--- src/rtl/multicycle_controller.sv ---
// Multicycle sequencer for the 16-bit accumulator CPU; one shared memory port for fetch and data.
// 3-4 cycles per instruction at zero wait; memory stalls on mem_ready, halting on bus timeout or illegal encodings.
module multicycle_controller #(
  parameter int MEM_TIMEOUT = 15,
  parameter int CNT_W       = 4
) (
  input  logic       clk,
  input  logic       rst,
  input  logic [3:0] opcode,
  input  logic [7:0] func,
  input  logic       zero,
  input  logic       mem_ready,
  output logic       mem_read,
  output logic       mem_write,
  output logic       iord,
  output logic       ir_write,
  output logic       pc_write,
  output logic [1:0] pc_src,
  output logic       alu_src_a,
  output logic [1:0] alu_src_b,
  output logic [2:0] alu_ctrl,
  output logic       reg_write,
  output logic       wb_sel,
  output logic       instr_done,
  output logic       fault,
  output logic [1:0] fault_code,
  output logic [3:0] state_o
);

  typedef enum logic [3:0] {
    FETCH  = 4'd0,
    DECODE = 4'd1,
    EXEC_R = 4'd2,
    EXEC_I = 4'd3,
    WB_ALU = 4'd4,
    MEM_RD = 4'd5,
    WB_LD  = 4'd6,
    MEM_WR = 4'd7,
    JMP    = 4'd8,
    BRZ    = 4'd9,
    HALT   = 4'd15
  } state_t;

  localparam logic [CNT_W:0] LIMIT = (CNT_W+1)'(MEM_TIMEOUT);

  state_t           state, state_nxt;
  logic [CNT_W-1:0] cnt;
  logic [CNT_W:0]   cnt_inc;
  logic [1:0]       code, code_nxt;
  logic             mem_state;
  logic             tmo;
  logic             func_ok;
  logic [2:0]       func_k;

  assign mem_state = (state == FETCH) || (state == MEM_RD) || (state == MEM_WR);
  assign cnt_inc   = {1'b0, cnt} + 1'b1;
  // Fires on the wait cycle that brings the count to the limit; a same-cycle mem_ready wins.
  assign tmo       = (MEM_TIMEOUT != 0) && mem_state && !mem_ready && (cnt_inc >= LIMIT);

  always_comb begin
    func_ok = (func[7:5] == 3'b000);
    func_k  = 3'd0;
    case (func[4:0])
      5'b00001: func_k = 3'd0;
      5'b00010: func_k = 3'd1;
      5'b00100: func_k = 3'd2;
      5'b01000: func_k = 3'd3;
      5'b10000: func_k = 3'd4;
      default:  func_ok = 1'b0;
    endcase
  end

  always_ff @(posedge clk) begin
    if (rst) begin
      state <= FETCH;
      cnt   <= '0;
      code  <= 2'b00;
    end else begin
      state <= state_nxt;
      code  <= code_nxt;
      // Any non-waiting cycle clears the count, so every memory state is entered with zero.
      if (mem_state && !mem_ready)
        cnt <= (&cnt) ? cnt : cnt + 1'b1;
      else
        cnt <= '0;
    end
  end

  always_comb begin
    state_nxt  = state;
    code_nxt   = code;
    mem_read   = 1'b0;
    mem_write  = 1'b0;
    iord       = 1'b0;
    ir_write   = 1'b0;
    pc_write   = 1'b0;
    pc_src     = 2'b00;
    alu_src_a  = 1'b0;
    alu_src_b  = 2'b00;
    alu_ctrl   = 3'd0;
    reg_write  = 1'b0;
    wb_sel     = 1'b0;
    instr_done = 1'b0;
    fault      = 1'b0;
    fault_code = 2'b00;
    state_o    = 4'd0;
    if (!rst) begin
      state_o = state;
      case (state)
        FETCH: begin
          mem_read = 1'b1;
          if (mem_ready) begin
            ir_write  = 1'b1;
            pc_write  = 1'b1;
            alu_src_b = 2'b01;
            state_nxt = DECODE;
          end else if (tmo) begin
            state_nxt = HALT;
            code_nxt  = 2'b11;
          end
        end
        DECODE: begin
          case (opcode)
            4'b0000: state_nxt = MEM_RD;
            4'b0001: state_nxt = MEM_WR;
            4'b0010: state_nxt = JMP;
            4'b0100: state_nxt = BRZ;
            4'b1000: state_nxt = EXEC_R;
            4'b1100, 4'b1101, 4'b1110, 4'b1111: state_nxt = EXEC_I;
            default: begin
              state_nxt = HALT;
              code_nxt  = 2'b01;
            end
          endcase
        end
        EXEC_R: begin
          if (func_ok) begin
            alu_src_a = 1'b1;
            alu_ctrl  = func_k;
            state_nxt = WB_ALU;
          end else begin
            state_nxt = HALT;
            code_nxt  = 2'b10;
          end
        end
        EXEC_I: begin
          alu_src_a = 1'b1;
          alu_src_b = 2'b10;
          alu_ctrl  = {1'b0, opcode[1:0]};
          state_nxt = WB_ALU;
        end
        WB_ALU: begin
          reg_write  = 1'b1;
          instr_done = 1'b1;
          state_nxt  = FETCH;
        end
        MEM_RD: begin
          iord     = 1'b1;
          mem_read = 1'b1;
          if (mem_ready) begin
            state_nxt = WB_LD;
          end else if (tmo) begin
            state_nxt = HALT;
            code_nxt  = 2'b11;
          end
        end
        WB_LD: begin
          reg_write  = 1'b1;
          wb_sel     = 1'b1;
          instr_done = 1'b1;
          state_nxt  = FETCH;
        end
        MEM_WR: begin
          iord      = 1'b1;
          // The write is withdrawn in the faulting cycle so a timed-out store never commits.
          mem_write = !tmo;
          if (mem_ready) begin
            instr_done = 1'b1;
            state_nxt  = FETCH;
          end else if (tmo) begin
            state_nxt = HALT;
            code_nxt  = 2'b11;
          end
        end
        JMP: begin
          pc_write   = 1'b1;
          pc_src     = 2'b01;
          instr_done = 1'b1;
          state_nxt  = FETCH;
        end
        BRZ: begin
          pc_src     = 2'b01;
          pc_write   = zero;
          instr_done = 1'b1;
          state_nxt  = FETCH;
        end
        HALT: begin
          fault      = 1'b1;
          fault_code = code;
        end
        default: state_nxt = HALT;
      endcase
    end
  end

endmodule

--- config.mk ---
export PLATFORM = sky130hd
export DESIGN_NAME = multicycle_controller
export DESIGN_NICKNAME = d
export VERILOG_FILES = /design/src/rtl/multicycle_controller.sv
export SDC_FILE = /design/constraint.sdc
export NUM_CORES = 1
export LEC_CHECK = 0
export ABC_CLOCK_PERIOD_IN_PS = 2660
export CAP_MARGIN = 20
export CORE_UTILIZATION = 40
export CTS_CLUSTER_DIAMETER = 80
export DETAILED_ROUTE_END_ITERATION = 10
export PLACE_DENSITY = 0.74
export SKIP_LAST_GASP = 1
export SLEW_MARGIN = 20
export SYNTH_ARGS = -nofsm -noshare
export SYNTH_HDL_FRONTEND = slang
export SYNTH_SLANG_ARGS = --single-unit
--- constraint.sdc ---
create_clock -name clk -period 2.66 [get_ports clk]
set_input_delay 0.532 -clock clk [delete_from_list [all_inputs] [get_ports clk]]
set_output_delay 0.532 -clock clk [all_outputs]
set_load 0.02 [all_outputs]
; ---- Yosys cells after proc, flatten, opt, wreduce, memory -nomap -nowiden
; Cells that the tools add are included.
[op_classes]
addsub = 2
order_cmp = 1
eq_ne = 27
muxes = 47
n_bitwise = 1
n_reduce_logical = 22
[ops]
columns = op, count
row1 = "== test 4 bit, second input constant", 8
row2 = case mux 4 bit (8 select lines), 1
row3 = 2-to-1 mux 4 bit, 6
row4 = case mux 4 bit (6 select lines), 1
row5 = 2-to-1 mux 1 bit, 23
row6 = "== test 4 x 3 -> 1 bit, second input constant", 5
row7 = 2-to-1 mux 2 bit, 7
row8 = "== test 4 x 2 -> 1 bit, second input constant", 3
row9 = case mux 3 bit (4 select lines), 1
row10 = OR reduction 2 bit, 5
row11 = OR reduction 9 bit, 1
row12 = "== test 4 x 1 -> 1 bit, second input constant", 2
row13 = zero test 4 bit, 2
row14 = OR reduction 4 bit, 2
row15 = 2-to-1 mux 3 bit, 2
row16 = "!= test 2 bit, second input constant", 3
row17 = case mux 2 bit (3 select lines), 1
row18 = case mux 3 bit (2 select lines), 1
row19 = "adder 4 x 1 -> 5 bit, second input constant", 1
row20 = "== test 5 x 1 -> 1 bit, second input constant", 1
row21 = "== test 5 x 2 -> 1 bit, second input constant", 1
row22 = "== test 5 x 3 -> 1 bit, second input constant", 1
row23 = "== test 5 x 4 -> 1 bit, second input constant", 1
row24 = "== test 5 bit, second input constant", 1
row25 = 16 further kinds, 20
[word_totals]
ff_bits = 10
in_bits = 16
out_inout_bits = 23
wordCells = 103

; ---- Logic depth before layout (Yosys ltp)
; Gate-level depths: netlist (run 1).
[logic_depth]
word_depth = 8
depth_mapped = 7
ltp_nobuf = 7

; ---- Worst setup path before layout (run 1)
; No wires, ideal clock.
[synth_path]
path_type = input-to-output
from = in func[2]
to = out alu_ctrl[2]
arrival_time_ns = 2.184
t_required_ns = 2.128
path_slack_ns = -0.056
cell_stages = 5
n_path_buf = 0
path_cell_list = xor2_1 -> o211ai_1 -> a2111o_1 -> or2_1 -> nor4_1
[synth_between]
elab_chain_len = 6
word_cells_on_any_way = 11
classes_between = eq/ne: 5 / mux: 5 / reduce/logical: 1
[synth_lines]
columns = item, line
row1 = from (decl), 10  ; input logic [7:0] func,
row2 = "== test 5 bit, or another cell as far along", 63  ; case (func[4:0])
row3 = OR reduction 5 bit (no line), -
row4 = 2-to-1 mux 1 bit, 63
row5 = 2-to-1 mux 3 bit *, 137  ; if (func_ok) begin
row6 = case mux 3 bit (2 select lines) *, 109  ; case (state)
row7 = 2-to-1 mux 3 bit *, 107  ; if (!rst) begin
row8 = to (decl), 21  ; output logic [2:0] alu_ctrl,
; Every way passes the cells marked *; elsewhere a longest branch is shown, timed or not.

; ---- Final worst setup path (run 1)
[layout_path]
from = in func[2]
to = out alu_ctrl[0]
; Same word-level chain as after synthesis.

==> impl_metrics.json, run 1 <==
{
  "drtAntennaViolNets": 0,
  "synth-edff-count": 0,
  "hpwl_um": 2467,
  "dr_wl_met2_um": 1684,
  "hold_class": "register to register",
  "synthMuxAreaShare": 0.01009,
  "finalSetupViolations": 0,
  "synth_compound_area_frac": 0.2610,
  "p_total_mw": 1.166,
  "ys_warn_count": 0,
  "drt-initial-drc-count": 36,
  "cp-end-kind": "primary output",
  "placed_area_mm2": 0.001546,
  "cp-start-kind": "input port",
  "crit_path_max_fanout": 4,
  "tns_ns": 0,
  "synth_nets": 160,
  "rr_worst_depth": 8,
  "dr.pass1.iters": 4,
  "drc": 0,
  "grt-ovfl-total": 0,
  "hold_violations": 0,
  "crit_slowest_cell": "a2111o_1",
  "synthFlopType": "dfxtp_1",
  "irDropWorstVdd_v": 0.0005194,
  "worstPathCellList": "clkbuf_2, xor2_2, o211ai_1, a2111o_1, or3_4, a21oi_2, buf_6",
  "die_area_mm2": 0.002684,
  "dp_slack_ns": -0.8089,
  "yosysSeqAreaShare": 0.2018,
  "fin_crit_ns": 2.606,
  "power_leakage_nw": 0.7018,
  "clockBufferDepth": 2,
  "netlist_instances": 142,
  "track_usage": 0.2664,
  "wire_per_inst_um": 14.29,
  "grt_pass1_wl_um": 5368,
  "crit_required_ns": 2.13,
  "power_density_mw_per_mm2": 724.1,
  "cts-buffers-inserted": 3,
  "synth_cell_types": 49,
  "core.rowCount": 17,
  "wl_met1_um": 1417,
  "start_util": 0.4360,
  "place.gp.congestion": 0.8298,
  "netlist_area_um2": 992.2,
  "io_pins": 39,
  "grt_pass1_vias": 1197,
  "rsz0062_at_grt": "true",
  "hold_buffers": 0,
  "yosys.area_share.simple": 0.3897,
  "root_buffer": "clkbuf_4",
  "drv_cap": 0,
  "ys_ff_latch": 10,
  "portBuffers": 37,
  "vias": 1307,
  "syn_to_final_growth_pct": 62.29,
  "fin_nets": 223,
  "antenna_found_initial": 0,
  "clkSinkCount": 10,
  "stdcell_area_mm2": 0.001610,
  "diodes": 0,
  "avgSynthCellArea_um2": 6.987,
  "fin_crit_sh": 0.9796,
  "drive_gt1_frac": 0.2660,
  "die_y_um": 51.81,
  "vias_per_cell": 5.658,
  "outcome": "completed",
  "timing.fmax_mhz": 383.8,
  "setup_ws_ns": 0.05420,
  "wirelength_um": 3300,
  "top_layer_used": "met3",
  "worstSetupPathType": "input port to primary output",
  "slew_viol_final": 0,
  "synthAdderAreaFrac": 0.02522,
  "async_flop_share": 0,
  "core_area_mm2": 0.002276,
  "synth_top_family_by_area": "simple AND/OR/NAND/NOR gates",
  "synth-xor-area-share": 0.04414,
  "wl_met3_um": 198,
  "h-tree-depth": 1,
  "fp.dieW_um": 51.81,
  "whs_path_depth": 2,
  "cts.reportedPaths.clkPinSlew_ns": 0.06,
  "cts_tree": "built",
  "insertion_delay_ns": 0.26,
  "slowest_delay_ns": 0.46,
  "crit_arrival_ns": 2.07,
  "fin_worst_skew_ns": 0.001611,
  "grt_max_degree": 15
}
-- power by group --
part / leakage (nW) / internal (mW) / switching [mW] / total (mW)
Clock: 0.0138 / 0.0522 / 0.0506 / 0.103
Combinational: 0.606 / 0.360 / 0.479 / 0.839
Sequential: 0.0819 / 0.196 / 0.0272 / 0.224
Total: 0.702 / 0.609 / 0.557 / 1.17
-- flip-flops by register name, indices dropped and copies added (netlist names) --
name	count
state	4
cnt	4
code	2
-- per-stage QoR --
stage	hold WS [ns]	instances	util
finish	0.4584	231	0.7075
CTS	0.4595	231	0.6987
global placement	0.4467	222	0.6795
global route	0.4880	231	0.7075
detailed placement	0.4498	222	0.6795
floorplan	0.4292	142	-
-- what timing repair did --
item / in CTS / in global routing
setup endpoints to repair: 16 / 7
pin swaps: 4 / 4
setup buffers: 6 / 0
gates resized for setup: 42 / 14
-- synthesized netlist by cell type (2+ instances only) --
cell,number,area (µm²)
nor2_1,15,56.30
a2111oi_0,2,17.52
a31oi_1,3,18.77
buf_4,2,15.01
nand3_1,4,20.02
clkbuf_1,8,30.03
nor3_1,10,50.05
and2_1,3,18.77
nand2b_1,3,18.77
inv_1,5,18.77
nand2_1,13,48.80
a211oi_1,3,22.52
o21ai_0,4,20.02
nor2b_1,8,50.05
xor2_1,2,17.52
xnor2_1,3,26.28
or3_1,3,18.77
ha_1,2,25.02
dfxtp_1,10,200.2
a21oi_1,7,35.03
o211ai_1,2,15.01
nor4_1,3,18.77
-- routing by layer --
layer	up-vias	GRT usage
li1	644	-
met1	620	0.3416
met2	43	0.4697
met3	0	0.04094
met4	0	0.04955
met5	-	0
-- logic make-up after synthesis --
kind of cell             after synthesis
buffers and inverters                 15
multiplexers                           1
AO/OA/AOI/OAI                         36
XOR/XNOR                               5
other                                  1
AND/OR/NAND/NOR                       72
adder cells (fa/ha/maj)                2
flip-flops                            10
-- placed cells by master, fill, tap and decap left out, drive strengths merged, types with 4 or more instances in the layout --
master,Yosys,final
nor3,10,10
dlygate4sd2,0,10
nand3,4,4
nand2,13,13
nor2b,8,8
inv,5,5
clkdlybuf4s15,0,4
o21ai,5,5
nor2,15,15
clkbuf,8,5
a21oi,7,7
dfxtp,10,10
nor4,4,4
buf,2,36
clkdlybuf4s50,0,15
-- final cells by class --
class	instances	area [µm²]
Multi-Input combinational cell	117	764.5
Tap cell	28	35.03
Fill cell	189	665.6
Clock buffer	3	22.52
Inverter	5	18.77
Sequential cell	10	200.2
Timing Repair Buffer	68	569.3
-- path summary, 6_finish.rpt --
path                             start                   end  slack [ns]
hold / removal    code[1]$_SDFFE_PP0P_  code[1]$_SDFFE_PP0P_        0.46
setup reg to reg   cnt[0]$_SDFFE_PP0N_  code[0]$_SDFFE_PP0P_        0.49
setup / recovery               func[2]           alu_ctrl[0]        0.05
hold reg to reg   code[1]$_SDFFE_PP0P_  code[1]$_SDFFE_PP0P_        0.46
-- critical path: cells and delay by family --
kind / cells / cell delay (ns)
XOR/XNOR: 1 / 0.20
buffers and inverters: 2 / 0.26
AO/OA/AOI/OAI: 3 / 0.70
AND/OR/NAND/NOR: 1 / 0.38
Power figures use the tool's default switching activity.
==> run 2: changes to the inputs <==
--- a/config.mk
+++ b/config.mk
@@ -5,12 +5,13 @@
 export SDC_FILE = /design/constraint.sdc
 export NUM_CORES = 1
 export LEC_CHECK = 0
-export ABC_CLOCK_PERIOD_IN_PS = 2660
+export ABC_CLOCK_PERIOD_IN_PS = 2900
 export CAP_MARGIN = 20
 export CORE_UTILIZATION = 40
 export CTS_CLUSTER_DIAMETER = 80
 export DETAILED_ROUTE_END_ITERATION = 10
 export PLACE_DENSITY = 0.74
+export RECOVER_POWER = 50
 export SKIP_LAST_GASP = 1
 export SLEW_MARGIN = 20
 export SYNTH_ARGS = -nofsm -noshare
==> constraint.sdc (replaced) <==
create_clock -name clk -period 2.9 [get_ports clk]
set_input_delay 0.58 -clock clk [delete_from_list [all_inputs] [get_ports clk]]
set_output_delay 0.58 -clock clk [all_outputs]
set_load 0.02 [all_outputs]
==> run 2 against run 1 <==
Routed wire length fell by 5.6%; worst hold slack better by 0.0067 ns; cell area down 7.3%; count of clock-buffer cells in the layout is the same; power decreased by 9.8%; core utilization is 5.2 points lower; sequential power fell by 8.9%; die area did not move; clock skew rose by 0.0010 ns.
==> impl_metrics.json, run 2 (same netlist as run 1, synthesis figures left out) <==
{
  "grt_pass1_vias": 1191,
  "max-slew-margin-rel": 0.6452,
  "root_buffer": "clkbuf_4",
  "fp.dieW_um": 51.81,
  "tns_ns": 0,
  "hold_violations": 0,
  "dp_slack_ns": -0.6974,
  "clkPwrFrac": 0.087,
  "hold_buffers": 0,
  "hold_class": "register to register",
  "irDropWorstVdd_v": 0.0004664,
  "fin_crit_ns": 2.849,
  "setup_ws_ns": 0.05108,
  "crit_arrival_ns": 2.27,
  "power_density_mw_per_mm2": 704.9,
  "clkSinkCount": 10,
  "wire_per_inst_um": 14.16,
  "drv_cap": 0,
  "worstSetupPathType": "input port to primary output",
  "power_frac_seq": 0.194,
  "fin_worst_skew_ns": 0.002628,
  "crit_required_ns": 2.32,
  "cts_tree": "built",
  "grt-ovfl-total": 0,
  "portBuffers": 37,
  "slew_viol_final": 0,
  "syn_to_final_growth_pct": 50.44,
  "fin_nets": 212,
  "switchingPower_mw": 0.5010,
  "slowest_delay_ns": 0.45,
  "core.rowCount": 17,
  "fin_crit_sh": 0.9824,
  "combPwrFrac": 0.719,
  "rsz0062_at_grt": "false",
  "cp-end-kind": "primary output",
  "io_pins": 39,
  "insertion_delay_ns": 0.26,
  "clockBufferDepth": 2,
  "cts-buffers-inserted": 3,
  "grt_pass1_wl_um": 5209,
  "track_usage": 0.2586,
  "timing.fmax_mhz": 351.0,
  "die_area_mm2": 0.002684,
  "die_y_um": 51.81,
  "sw_frac_of_total": 0.4762,
  "grt_max_degree": 15,
  "crit_path_max_fanout": 4,
  "worstPathCellList": "dlygate4sd2_1, xor2_1, o211ai_1, a2111o_1, or3_1, a21oi_1, buf_4",
  "diodes": 0,
  "h-tree-depth": 1,
  "critPathTopFamily": "compound AO/OA/AOI/OAI gates",
  "vias_per_cell": 5.636,
  "reg_top3": "cnt: 4 flops, state: 4 flops, code: 2 flops",
  "worst_pin_slew_ns": 0.5273,
  "cp-start-kind": "input port",
  "power_leakage_nw": 0.6109,
  "outcome": "completed",
  "drive_gt1_frac": 0.1667,
  "antenna_found_initial": 0,
  "drc": 0,
  "place.gp.congestion": 0.8629,
  "mostFrequentLayoutCell": "buf_4",
  "finalSetupViolations": 0,
  "dr.pass1.iters": 4,
  "drtAntennaViolNets": 0,
  "cts.reportedPaths.clkPinSlew_ns": 0.06,
  "core_area_mm2": 0.002276,
  "critPathBufInv": 2,
  "wirelength_um": 3115,
  "p_int_mw": 0.5511,
  "crit_slowest_cell": "a2111o_1",
  "start_util": 0.4360,
  "vias": 1240,
  "drt-initial-drc-count": 43,
  "hpwl_um": 2407,
  "layout_common_cells": "buf_4, clkdlybuf4s50_1, nor2_1"
}
## run 2: changes by cell type in the layout (fill, tap and decap cells not counted), moves of 2 or more
cell / before / now
clkdlybuf4s15_1: 3 / 1
clkbuf_1: 0 / 3
buf_6: 2 / 0
clkbuf_2: 2 / 0
buf_4: 30 / 20
clkdlybuf4s50_1: 15 / 19
dlygate4sd3_1: 0 / 3
dlygate4sd2_1: 10 / 7
## run 2: cell type report
class	count	area, µm²
Clock buffer	3	22.52
Fill cell	216	783.3
Inverter	5	18.77
Multi-Input combinational cell	117	735.7
Sequential cell	10	200.2
Tap cell	28	35.03
Timing Repair Buffer	57	480.5
## run 2: path summary, 6_finish.rpt
kind | start | to | slack [ns] | cells after the start
worst max-delay path | func[2] | alu_ctrl[0] | 0.05 | 7
worst min register to register | code[1]$_SDFFE_PP0P_ | code[1]$_SDFFE_PP0P_ | 0.47 | 2
worst min-delay path | code[1]$_SDFFE_PP0P_ | code[1]$_SDFFE_PP0P_ | 0.47 | 2
worst max register to register | state[3]$_SDFFE_PP0P_ | code[1]$_SDFFE_PP0P_ | 0.64 | 6
## run 2: routing by layer
metal	up-vias	track usage	routed length, µm
met5	-	0	0
met4	0	0.04054	0
met3	0	0.04678	178
met2	39	0.4913	1594
met1	572	0.3011	1343
li1	629	-	-
## run 2: metrics by stage
stage / total power, mW / utilization / hold slack (ns) / instances / cell area (µm²)
after global placement: 0.9536 / 0.6570 / 0.4476 / 216 / 1495
after floorplan: 0.6880 / - / 0.4292 / 142 / 992.2
after global routing: 1.133 / 0.6559 / 0.4984 / 220 / 1493
after CTS: 1.065 / 0.6636 / 0.4728 / 220 / 1510
after detailed placement: 0.9757 / 0.6570 / 0.4600 / 216 / 1495
final: 1.052 / 0.6559 / 0.4651 / 220 / 1493
## run 2: worst min-delay path: stages (launching register included)
cell and delay, ns:
dfxtp_1 0.31, inv_1 0.05, a211oi_1 0.06
## run 2: power by group through the flow
stage	Combinational, mW	Sequential [mW]	Clock (mW)
3_3_place_gp	0.748	0.205	0
6_report	0.757	0.204	0.0912
4_1_cts	0.768	0.204	0.0936
3_5_place_dp	0.769	0.207	0
5_1_grt	0.823	0.208	0.101
2_1_floorplan	0.478	0.210	0
## run 2: timing repair
| action | 4_1_cts | 5_1_grt |
|---|---|---|
| resized for setup | 27 | 6 |
| pin swaps | 6 | 1 |
| setup endpoints to repair | 7 | 7 |
| endpoints found under the hold margin | 0 | 0 |
| setup buffers | 1 | 0 |
| cloned | 0 | 0 |
==> run 3: changes to the inputs <==
--- a/config.mk
+++ b/config.mk
@@ -5,12 +5,12 @@
 export SDC_FILE = /design/constraint.sdc
 export NUM_CORES = 1
 export LEC_CHECK = 0
-export ABC_CLOCK_PERIOD_IN_PS = 2900
+export ABC_CLOCK_PERIOD_IN_PS = 3000
 export CAP_MARGIN = 20
 export CORE_UTILIZATION = 40
 export CTS_CLUSTER_DIAMETER = 80
 export DETAILED_ROUTE_END_ITERATION = 10
-export PLACE_DENSITY = 0.74
+export DONT_BUFFER_PORTS = 1
 export RECOVER_POWER = 50
 export SKIP_LAST_GASP = 1
 export SLEW_MARGIN = 20
==> constraint.sdc (replaced) <==
create_clock -name clk -period 3 [get_ports clk]
set_input_delay 0.6 -clock clk [delete_from_list [all_inputs] [get_ports clk]]
set_output_delay 0.6 -clock clk [all_outputs]
set_load 0.02 [all_outputs]
==> run 3 against run 2 <==
Power shrank 17%; worst hold slack lost 0.063 ns; routed wire length decreased by 22%.
==> impl_metrics.json, run 3 (same netlist as run 1, synthesis figures left out) <==
{
  "power_frac_seq": 0.285,
  "setup_ws_ns": 0.3488,
  "root_buffer": "clkbuf_4",
  "r2r-end": "code[1]$_SDFFE_PP0P_",
  "syn_to_final_growth_pct": 7.314,
  "hold_violations": 0,
  "placed_area_mm2": 0.001036,
  "holdWs_ns": 0.4022,
  "clockBufferDepth": 2,
  "core.rowCount": 17,
  "combPwrFrac": 0.580,
  "met3_usage": 0.04678,
  "slew_viol_final": 0,
  "irDropWorstVdd_v": 0.0004621,
  "fin_nets": 162,
  "reg2reg_from": "state[3]$_SDFFE_PP0P_",
  "placedCellCount": 167,
  "hpwl_um": 1852,
  "drv_cap": 0,
  "dp_slack_ns": 0.3532,
  "power_density_mw_per_mm2": 821.6,
  "utilization": 0.4678,
  "worstPathCellList": "xor2_1, o211ai_1, a2111o_1, or3_1, a21oi_1, buf_4",
  "cts.reportedPaths.clkPinSlew_ns": 0.06,
  "cp-end-kind": "primary output",
  "clkSinkCount": 10,
  "start_util": 0.4360,
  "drt-initial-drc-count": 17,
  "drc": 0,
  "grtUsageMet2": 0.3290,
  "outcome": "completed",
  "crit_slowest_cell": "a2111o_1",
  "worstSetupPathType": "input port to primary output",
  "cts-buffers-inserted": 3,
  "max-slew-margin-rel": 0.5705,
  "fillers": 244,
  "fin_worst_skew_ns": 0.001796,
  "met1_usage": 0.2416,
  "fin_crit_ns": 2.651,
  "clkPwrFrac": 0.135,
  "multi_input_area_um2": 729.5,
  "fp.dieW_um": 51.81,
  "p_total_mw": 0.8748,
  "rr_worst_depth": 6,
  "grt_max_degree": 18,
  "wirelength_um": 2421,
  "cts_tree": "built",
  "power_leakage_nw": 0.3700,
  "tns_ns": 0,
  "hold_class": "input port to register",
  "layout_common_cells": "nor2_1, nand2_1, nor3_1, dfxtp_1, nor2b_1",
  "portBuffers": 0,
  "busiest_layer": "met2",
  "crit_required_ns": 2.40,
  "timing.fmax_mhz": 377.2,
  "hold_buffers": 0,
  "antenna_found_initial": 0,
  "crit_arrival_ns": 2.05,
  "endpoint": "alu_ctrl[0]",
  "sw_frac_of_total": 0.4957,
  "grt_pass1_vias": 902,
  "drtAntennaViolNets": 0,
  "dr.pass1.iters": 4,
  "rsz0062_at_grt": "false",
  "fin_crit_sh": 0.8837,
  "final_cells": 171,
  "place.gp.congestion": 0.8133,
  "reg_top3": "cnt: 4 flops, state: 4 flops, code: 2 flops",
  "diodes": 0,
  "crit_start": "func[2]",
  "cp-start-kind": "input port",
  "wire_per_inst_um": 14.16,
  "cts_setup_buffers": 0,
  "io_pins": 39,
  "core_area_mm2": 0.002276,
  "grt_pass1_wl_um": 3870,
  "slowest_delay_ns": 0.49,
  "cts_resized": 0,
  "crit_path_max_fanout": 6,
  "h-tree-depth": 1,
  "vias_per_cell": 6.006,
  "worst_pin_slew_ns": 0.6393,
  "vias": 1027,
  "die_area_mm2": 0.002684,
  "p_int_mw": 0.4411,
  "register_area_um2": 200.2,
  "regToRegSetupSlack_ns": 0.77,
  "finalSetupViolations": 0,
  "die_y_um": 51.81,
  "stdcell_area_mm2": 0.001065,
  "mostFrequentLayoutCell": "nor2_1",
  "track_usage": 0.1937,
  "switchingPower_mw": 0.4337,
  "grt-ovfl-total": 0,
  "insertion_delay_ns": 0.26,
  "drive_gt1_frac": 0.09790
}
run 3: layer usage:
| layer | wire, µm | share of wire |
|---|---|---|
| met1 | 1121 | 0.46 |
| met2 | 1140 | 0.47 |
| met3 | 144 | 0.059 |
| met4 | 15 | 0.0062 |
| met5 | 0 | 0 |
run 3: worst min-delay path by stage:
stage                             to                 start  slack [ns]  depth (start not counted)
6_report       state[0]$_SDFFE_PP0P_                   rst        0.40                          1
3_5_place_dp    code[1]$_SDFFE_PP0P_  code[1]$_SDFFE_PP0P_        0.44                          2
3_3_place_gp    code[1]$_SDFFE_PP0P_  code[1]$_SDFFE_PP0P_        0.44                          2
5_1_grt        state[0]$_SDFFE_PP0P_                   rst        0.38                          1
2_1_floorplan   code[1]$_SDFFE_PP0P_  code[1]$_SDFFE_PP0P_        0.43                          2
4_1_cts        state[0]$_SDFFE_PP0P_                   rst        0.39                          1
run 3: critical path: cells and delay by family:
kind                      cells  cell delay, ns
AOI/OAI and AO/OA             3            0.74
and+or+nand+nor               1            0.37
xor gates and xnor gates      1            0.18
buffers and inverters         1            0.15
run 3: power by group through the flow:
stage	logic, mW	clock network, mW	registers [mW]
CTS	0.524	0.124	0.247
finish	0.507	0.118	0.249
detailed placement	0.523	0	0.249
floorplan	0.462	0	0.203
global placement	0.515	0	0.248
global route	0.569	0.133	0.259
run 3: cell type report:
cell class | count | share of cell area
Timing Repair Buffer | 7 | 0.04230
Clock buffer | 4 | 0.03408
Inverter | 5 | 0.01763
Multi-Input combinational cell | 117 | 0.6851
Tap cell | 28 | 0.03290
Sequential cell | 10 | 0.1880
==> RTL change, RTL diff (flow settings as in run 3) <==
Set the parameter `CNT_W` to 6 (it was 4).
--- a/src/rtl/multicycle_controller.sv
+++ b/src/rtl/multicycle_controller.sv
@@ -4,3 +4,3 @@
   parameter int MEM_TIMEOUT = 15,
-  parameter int CNT_W       = 4
+  parameter int CNT_W       = 6
 ) (
Check against the original RTL: no difference found for any inputs over 10 cycles, from zero or initial values and one cycle with rst high; that may be too few to reach the edited logic, so the function may still have changed.
==> RTL change against run 3 <==
- sequential share of layout area rose by 1.1 points
- setup slack got worse by 150 ps
- area after synthesis rose by 15%
- clock power rose by 11%
- synthesized cell count rose by 11%
- non-clock buffer count fell by 1
- utilization fell by 0.17 points
- clock skew rose by 3.6 ps
- power rose by 3.1%
- sequential cell count rose by 2
- final area rose by 13%
- global-route usage fell by 1.2 points
- worst hold slack got worse by 19 ps
- routed wire length rose by 15%
- largest cell class unchanged
- largest power group unchanged
==> RTL change: results <==
[run_status]
status = finished clean

[placed_design]
routabilityCongestion = 0.830
hpwl_mm = 2.13

[cts]
insertion_delay_ps = 280
clk_pin_slew_ps = 80

[finish]
reg.largest.list = cnt (6), state (4), code (2)
clkCellAreaFrac_pct = 3.01
nFlopsAndLatches = 12
bufAreaShareNonClock_pct = 3.42
regArea_um2 = 240
multi_input_comb_cells = 133
num-fill-cells = 289
drive_above_1_share_pct = 10.7
inv_count = 4
final_nets = 178
multiInputGateArea_um2 = 837
n_all_buffers = 6

[route]
vias_per_cell = 6.01
wl_met1_mm = 1.23
dr_wl_met2_mm = 1.39
wl_met3_um = 157
totalWireLength_mm = 2.79
dr.first_iter.drc_count = 74
highest_layer = met4

[logic_synthesis]
ys_top_cells_by_count = nor2_1 (24), nand2_1 (15), nor3_1 (13), dfxtp_1 (12), a21oi_1 (10)
ys_top_cells_by_area = dfxtp_1 (21%), nor2_1 (7.9%), nor3_1 (5.7%), nand2_1 (4.9%), xnor2_1 (4.6%)
synthDistinctLibCells = 47

[grt]
grt_start_max_net_pins = 21
grt_use_met1_pct = 22.7
grt_util_met3_pct = 3.04
grt_pass1_wl_mm = 4.57
grt_pass1_vias = 1070
grt.total_usage_pct = 18.2

[min_path]
worstHoldStart = rst

[setup_path]
critPathSlowestCell = dfxtp_1
crit_family = simple AND/OR/NAND/NOR gates
worstPathArrival_ps = 2200
cpPeakStageDelay_ps = 460
crit_start = cnt[0]$_SDFFE_PP0N_
path_max_fanout = 7
rr_startpoint = state[0]$_SDFFE_PP0P_

[power_and_ir_drop]
vdd_drop_max_mv = 0.645
leakage_nw = 0.410

[timing]
clock_skew_ps = 5.40
max_slew_margin_pct = 54.8
RTL change: per-stage QoR:
| step | setup slack, ps | util, % | instances | hold WS (ps) | instance area (um^2) |
|---|---|---|---|---|---|
| 2_1_floorplan | 55.3 | - | 158 | 444 | 1140 |
| 6_report | 202 | 46.6 | 189 | 383 | 1210 |
| 4_1_cts | 194 | 46.8 | 189 | 376 | 1210 |
| 5_1_grt | 108 | 46.6 | 189 | 376 | 1210 |
| 3_3_place_gp | 347 | 45.4 | 185 | 467 | 1170 |
| 3_5_place_dp | 321 | 45.4 | 185 | 481 | 1170 |
RTL change: where the power goes:
part	switching [mW]	leakage, nW	internal (mW)
Sequential	0.0665	0.0981	0.196
Clock	0.0571	0.0210	0.0738
Combinational	0.314	0.291	0.195
RTL change: worst register-to-register path: cells and delay by family (launching register included):
family	cells	cell delay, ps
AND/OR/NAND/NOR	2	460
AO/OA/AOI/OAI	2	660
buffers and inverters	1	490
flip-flops	1	340
multiplexers	1	320
RTL change: final timing paths:
| kind | endpoint | slack, ps | cells after the start |
|---|---|---|---|
| setup reg to reg | code[0]$_SDFFE_PP0P_ | 610 | 6 |
| hold reg to reg | code[1]$_SDFFE_PP0P_ | 480 | 2 |
| hold / removal | state[3]$_SDFFE_PP0P_ | 380 | 1 |
| setup / recovery | mem_write | 200 | 7 |
RTL change: logic make-up (layout without fill, tap and decap cells):
family                   Yosys count  count (layout)  synth area share, %
buffers and inverters             13              14                 5.38
AO/OA/AOI/OAI                     38              38                 24.9
AND/OR/NAND/NOR                   81              81                 36.4
multiplexers                       3               3                 3.52
other                              1               1                0.329
flip-flops                        12              12                 21.1
adder cells (fa/ha/maj)            2               2                 2.20
XOR/XNOR                           8               8                 6.15
